**src/rtl/spi_flash_master_if.sv**
```systemverilog
// ---------------------------------------------------------------------------
// spi_flash_master_if
// IO-bus side of the SPI flash master: decoded strobes and write data from the
// CPU bus, and the received byte plus status returned for the io_din OR-mux.
//   wr_data  : one-cycle strobe, start a transfer of din
//   wr_ctrl  : one-cycle strobe, din[0] = cs_n level, din[1] = clear overrun
//   rd_data  : one-cycle strobe, CPU consumed rx_data (clears rx_valid)
//   din      : write data
//   rx_data  : last received byte
//   status   : {overrun, rx_valid, busy}
// Modports: master = bus/CPU side, slave = the SPI flash master block.
// ---------------------------------------------------------------------------
interface spi_flash_master_if;
    logic       wr_data;
    logic       wr_ctrl;
    logic       rd_data;
    logic [7:0] din;
    logic [7:0] rx_data;
    logic [2:0] status;

    modport master (
        output wr_data,
        output wr_ctrl,
        output rd_data,
        output din,
        input  rx_data,
        input  status
    );

    modport slave (
        input  wr_data,
        input  wr_ctrl,
        input  rd_data,
        input  din,
        output rx_data,
        output status
    );
endinterface

```
**src/rtl/spi_flash_master.sv**
```systemverilog
// ---------------------------------------------------------------------------
// spi_flash_master
// Byte-wide SPI mode-0 master for the configuration flash. One byte in
// flight, MSB first, SCK idles low. Chip select is purely software driven.
// Ports:
//   i_clk, i_reset : system clock, synchronous active-high reset
//   bus            : IO-bus strobes / data / status (slave modport)
//   o_sck          : SPI clock
//   o_mosi         : SPI data out
//   i_miso         : SPI data in (already registered by the pad flop)
//   o_cs_n         : flash chip select
// Parameter DIV is the SCK half-period in clk cycles (1..255).
// ---------------------------------------------------------------------------
module spi_flash_master #(
    parameter int unsigned DIV = 2
) (
    input  logic              i_clk,
    input  logic              i_reset,
    spi_flash_master_if.slave bus,
    output logic              o_sck,
    output logic              o_mosi,
    input  logic              i_miso,
    output logic              o_cs_n
);
    localparam int unsigned    HcW    = $clog2(DIV + 1);
    localparam logic [HcW-1:0] HcLast = HcW'(DIV - 1);

    typedef enum logic {StIdle, StXfer} state_t;

    state_t         r_state;
    logic [HcW-1:0] r_hc;
    logic [3:0]     r_ec;
    logic [7:0]     r_sr;
    logic [7:0]     r_rx_data;
    logic           r_sck;
    logic           r_mosi;
    logic           r_cs_n;
    logic           r_busy;
    logic           r_rx_valid;
    logic           r_overrun;

    logic w_tick;
    logic w_done;
    logic w_ovr_set;
    logic w_ovr_clr;

    // w_tick: SCK toggles this edge; w_done: the 16th toggle ends the byte
    assign w_tick    = r_busy && (r_hc == HcLast);
    assign w_done    = w_tick && (r_ec == 4'd15);
    // Any write while busy (including the completion edge) is an overrun
    assign w_ovr_set = r_busy && (bus.wr_data || bus.wr_ctrl);
    assign w_ovr_clr = bus.wr_ctrl && bus.din[1];

    always_ff @(posedge i_clk) begin
        if (i_reset) begin
            r_state    <= StIdle;
            r_hc       <= '0;
            r_ec       <= 4'd0;
            r_sr       <= 8'h00;
            r_rx_data  <= 8'h00;
            r_sck      <= 1'b0;
            r_mosi     <= 1'b0;
            r_cs_n     <= 1'b1;
            r_busy     <= 1'b0;
            r_rx_valid <= 1'b0;
            r_overrun  <= 1'b0;
        end else begin
            // Set beats clear on the same edge
            if (w_ovr_set) begin
                r_overrun <= 1'b1;
            end else if (w_ovr_clr) begin
                r_overrun <= 1'b0;
            end

            // Chip select is frozen for the whole byte
            if (bus.wr_ctrl && !r_busy) begin
                r_cs_n <= bus.din[0];
            end

            if (w_done) begin
                r_rx_valid <= 1'b1;
            end else if (bus.rd_data) begin
                r_rx_valid <= 1'b0;
            end

            unique case (r_state)
                StIdle: begin
                    if (bus.wr_data) begin
                        r_state <= StXfer;
                        r_busy  <= 1'b1;
                        r_sr    <= bus.din;
                        r_mosi  <= bus.din[7];
                        r_hc    <= '0;
                        r_ec    <= 4'd0;
                    end
                end
                StXfer: begin
                    if (w_tick) begin
                        r_hc  <= '0;
                        r_sck <= ~r_sck;
                        r_ec  <= r_ec + 4'd1;
                        if (!r_ec[0]) begin
                            // Rising SCK: sample miso on the same clk edge
                            r_sr <= {r_sr[6:0], i_miso};
                        end else if (w_done) begin
                            r_state   <= StIdle;
                            r_busy    <= 1'b0;
                            r_rx_data <= r_sr;
                        end else begin
                            // Falling SCK: present next bit, already shifted to sr[7]
                            r_mosi <= r_sr[7];
                        end
                    end else begin
                        r_hc <= r_hc + 1'b1;
                    end
                end
                default: r_state <= StIdle;
            endcase
        end
    end

    assign bus.rx_data = r_rx_data;
    assign bus.status  = {r_overrun, r_rx_valid, r_busy};
    assign o_sck       = r_sck;
    assign o_mosi      = r_mosi;
    assign o_cs_n      = r_cs_n;

endmodule

```
**src/flat_wrapper.sv**
```systemverilog
// flat-port wrapper written by rule: the top's interface ports become plain ports
module spi_flash_master_flat 
#(
    parameter int unsigned DIV = 2
)
  (i_clk, i_reset, o_sck, o_mosi, i_miso, o_cs_n, bus_wr_data, bus_wr_ctrl, bus_rd_data, bus_din, bus_rx_data, bus_status);
  spi_flash_master_if bus_i ();
  input  logic i_clk;
  input  logic i_reset;
  output logic o_sck;
  output logic o_mosi;
  input  logic i_miso;
  output logic o_cs_n;
  input wire logic [$bits(bus_i.wr_data)-1:0] bus_wr_data;
  input wire logic [$bits(bus_i.wr_ctrl)-1:0] bus_wr_ctrl;
  input wire logic [$bits(bus_i.rd_data)-1:0] bus_rd_data;
  input wire logic [$bits(bus_i.din)-1:0] bus_din;
  output wire logic [$bits(bus_i.rx_data)-1:0] bus_rx_data;
  output wire logic [$bits(bus_i.status)-1:0] bus_status;
  assign bus_i.wr_data = bus_wr_data;
  assign bus_i.wr_ctrl = bus_wr_ctrl;
  assign bus_i.rd_data = bus_rd_data;
  assign bus_i.din = bus_din;
  assign bus_rx_data = bus_i.rx_data;
  assign bus_status = bus_i.status;
  spi_flash_master #(.DIV(DIV)) u_core (.i_clk(i_clk), .i_reset(i_reset), .bus(bus_i), .o_sck(o_sck), .o_mosi(o_mosi), .i_miso(i_miso), .o_cs_n(o_cs_n));
endmodule
```
**config.mk**
```make
export PLATFORM = sky130hd
export DESIGN_NAME = spi_flash_master_flat
export DESIGN_NICKNAME = d
export VERILOG_FILES = /design/src/rtl/spi_flash_master_if.sv /design/src/rtl/spi_flash_master.sv /design/src/flat_wrapper.sv
export SDC_FILE = /design/constraint.sdc
export NUM_CORES = 1
export LEC_CHECK = 0
export ABC_AREA = 0
export BUFFER_PORTS_ARGS = -buffer_cell sky130_fd_sc_hd__buf_2
export CORE_AREA = 2 2 59 61
export DETAILED_ROUTE_END_ITERATION = 10
export DIE_AREA = 0 0 61 63
export HOLD_SLACK_MARGIN = 0.06
export PLACE_DENSITY = 0.72
export SYNTH_ARGS = -nofsm -noshare
export SYNTH_HDL_FRONTEND = slang
export SYNTH_SLANG_ARGS = --single-unit
```
**constraint.sdc**
```tcl
create_clock -name i_clk -period 2.1 [get_ports i_clk]
set_clock_uncertainty 0.2 [all_clocks]
set_input_delay 0.21 -clock i_clk [delete_from_list [all_inputs] [get_ports i_clk]]
set_output_delay 0.21 -clock i_clk [all_outputs]
set_load 0.01 [all_outputs]
```
==> out/results.txt <==
RePlAce Congestion - 0.719
Fmax - 0.552 GHz
Main combinational cell family by area after synthesis - simple AND/OR/NAND/NOR gates
Root Driver - clkbuf_4
# Max-Cap Violations - 0
Commonest register cell after synthesis - dfxtp_1
Setup bufs post-CTS - 0
Terminus of the critical flop-to-flop path - u_core.bus.rx_data[5]$_SDFFE_PP0P_
Mapped Cells - 129
Hold path cells - 3
HP Start - bus_din[6]
Overall global routing resource usage - 14.1%
Area contributors post-synth - dfxtp_1, mux2i_1, nor2_1, a21oi_1, a211oi_1
Status - finished clean
PnR worst setup slack - 0.287 ns
Layout Cells excl Fill - 213
Area used by multi-input combinational logic - 601 µm²
Slew Limit Fails - 0
ANT nets after route - 0
CORE AREA - 3230 µm²
Flop2flop setup slack - 0.29 ns
Via density per instance - 4.81
CTS tree - done
Register bit total from synthesis - 29
Post-route cell area - 1570 µm²
CP Capture Type - flip-flop
Setup Crit Path Kind - flip-flop to flip-flop
Global-route wire length before repair - 4130 µm
Post-detail-place hpwl - 1660 µm
Pwr per Cell Area - 671 nW/µm²
Buffers added on ports - 27
Count leader, synth - dfxtp_1
Req. time, crit path - 2.09 ns
Crit Reg-Reg Startpoint - u_core.r_ec[0]$_SDFFE_PP0P_
# IOs - 28
Slew headroom - 65.0%
Total die area - 3840 µm²
Antenna Cells - 0
Critical path arrival - 1.81 ns
Sequential cell area - 581 µm²
Final worst path period need - 1.81 ns
Worst VDD drop - 0.405 mV
Overflow after GRT - 0
Fraction of layout cells with a size suffix above 1 - 24.0%
Startpoint types - flip-flop
Area share of fa/ha/maj cells after synthesis - 0.998%
Die Wd - 61 µm
Mean Syn Cell Area - 9.72 µm²
Die H - 63 µm
1st-iter DRT viols - 17
Drt first pass iters - 4
Crit path max fanout - 10
Ys async rst share - 0%
Hold Crit Class - input port to flip-flop
DR DRC count - 0
Worst slack, placed - 0.310 ns
Post-synth EDFFs - 0
CP peak stage delay - 0.50 ns
Slowest CP cell - dfxtp_1
Sink Count - 29
Crit-path cells - ha_1 > and3_1 > nand3_1 > buf_4 > mux2i_1 > nor2_1
Synthesis-to-finish area growth - 25.0%
Placed Area - 1390 µm²
Initial antenna violation count - 0
Clock Latency Late Sink - 0.32 ns
LEAKAGE - 0.737 nW
Synth Net Count - 144
Distinct cells, synth - 31
Yosys top cell by area - dfxtp_1
Final period util - 86.3%
Worst Max-Slew Pin Slew - 0.525 ns
Routed wire length - 2480 µm
RSZ-0062 raised after global routing - no
Layout Nets - 182
Post-synthesis compound-gate area fraction - 13.3%
Routed len/inst - 11.7 µm
Largest net degree at the start of global routing - 30
Via total after detailed routing - 1,024
YS warnings - 0
Core Rows - 21
Sequential share of the synthesized area - 46.3%
Reg2Reg Depth - 6
Synthesized cell area - 1250 µm²
Clock transition at the registers of the reported paths - 0.08 ns
Post-synthesis xor/xnor area fraction - 1.40%
Fillers - 305
Setup_tns - 0 ns
CTS max path bufs - 2
Post-synthesis mux area share - 13.6%
Share of the synthesized area in the top cell type - 46.3%
Util after Layout - 48.5%
Final hold vios - 0
Hold Buf Count CTS - 12
Top post-synthesis cells by count - dfxtp_1, nor2_1, mux2i_1, a21oi_1, a211oi_1
Htree depth - 2
Placed cells - 194
Cts repair resizes - 0
WHS Endpoint - u_core.r_sr[6]$_SDFFE_PP0P_
Simple-gate share of the synthesized area - 18.7%
CTS buffer count - 5
Starting density of the core - 38.8%
Vias in the first global route - 970
Endpoints failing setup - 0
## area by class of cell
cell class,instances,share of cell area [%]
multi-input cells,89,38.3
flip-flops and latches,29,37.0
repair buffers,41,17.2
well taps,46,3.67
clock buffers,7,3.51
inverters,1,0.239
## per-stage QoR
stage | hold WS, ns | total power, mW
3_3_place_gp | 0.231 | 0.710
6_report | 0.0759 | 1.05
5_1_grt | 0.0753 | 1.10
4_1_cts | 0.0613 | 1.06
3_5_place_dp | 0.234 | 0.714
2_1_floorplan | 0.128 | 0.684
## per-layer routing
layer / wire length [µm] / vias up / GRT usage, %
li1: - / 527 / -
met1: 1150 / 473 / 16.9
met2: 1180 / 22 / 22.7
met3: 140 / 2 / 6.21
met4: 21 / 0 / 3.53
met5: 0 / - / 0
## critical path: cells and delay by family (launching register included)
| kind | cells | cell delay, ns |
|---|---|---|
| adders and majority gates | 1 | 0.25 |
| DFF | 1 | 0.50 |
| buffers and inverters | 1 | 0.21 |
| and+or+nand+nor | 3 | 0.36 |
| muxes | 1 | 0.17 |
## worst max path at each step
stage / slack [ns] / depth (start not counted) / end / startpoint
after detailed placement: 0.31 / 6 / u_core.bus.rx_data[5]$_SDFFE_PP0P_ / u_core.r_ec[0]$_SDFFE_PP0P_
final: 0.29 / 6 / u_core.bus.rx_data[5]$_SDFFE_PP0P_ / u_core.r_ec[0]$_SDFFE_PP0P_
after global routing: 0.16 / 6 / u_core.bus.rx_data[7]$_SDFFE_PP0P_ / u_core.r_ec[0]$_SDFFE_PP0P_
after global placement: 0.37 / 6 / u_core.bus.rx_data[5]$_SDFFE_PP0P_ / u_core.r_ec[0]$_SDFFE_PP0P_
after floorplan: 0.51 / 6 / u_core.bus.rx_data[4]$_SDFFE_PP0P_ / u_core.r_ec[0]$_SDFFE_PP0P_
after CTS: 0.29 / 6 / u_core.bus.rx_data[5]$_SDFFE_PP0P_ / u_core.r_ec[0]$_SDFFE_PP0P_
## logic make-up after synthesis
| group | count (synthesis) |
|---|---|
| multiplexers | 17 |
| adder cells (fa/ha/maj) | 1 |
| flip-flops | 29 |
| AO/OA/AOI/OAI | 23 |
| buffers and inverters | 11 |
| AND/OR/NAND/NOR | 46 |
| XOR/XNOR | 2 |
## sequential cells by signal, summed over array words and instances (netlist names)
signal              flops
u_core.r_busy           1
u_core.bus.rx_data      8
u_core.o_cs_n           1
u_core.r_ec             4
u_core.r_hc             2
u_core.r_state          1
u_core.r_rx_valid       1
u_core.o_sck            1
u_core.r_overrun        1
u_core.o_mosi           1
u_core.r_sr             8
## power breakdown
group	internal, mW	total, mW	switching [mW]
logic	0.0640	0.125	0.0614
registers	0.573	0.594	0.0212
clock network	0.158	0.332	0.175
## cells in the final DEF (no fill, tap or decap), drive strengths merged
master and n:
nand2 3, and4b 1, a211o 1, nor3 4, mux2i 17, ha 1
and3 1, nor2 24, clkbuf 7, buf 29, nand2b 2, dfxtp 29
nand4b 2, xnor2 1, nand3b 1, xor2 1, o21ai 3, inv 1
nand4 1, nand4bb 1, a211oi 8, a311oi 1, dlygate4sd3 12, a21oi 9
nand3 2, a21o 1, nor2b 4
(Power assumes the default switching activity.)
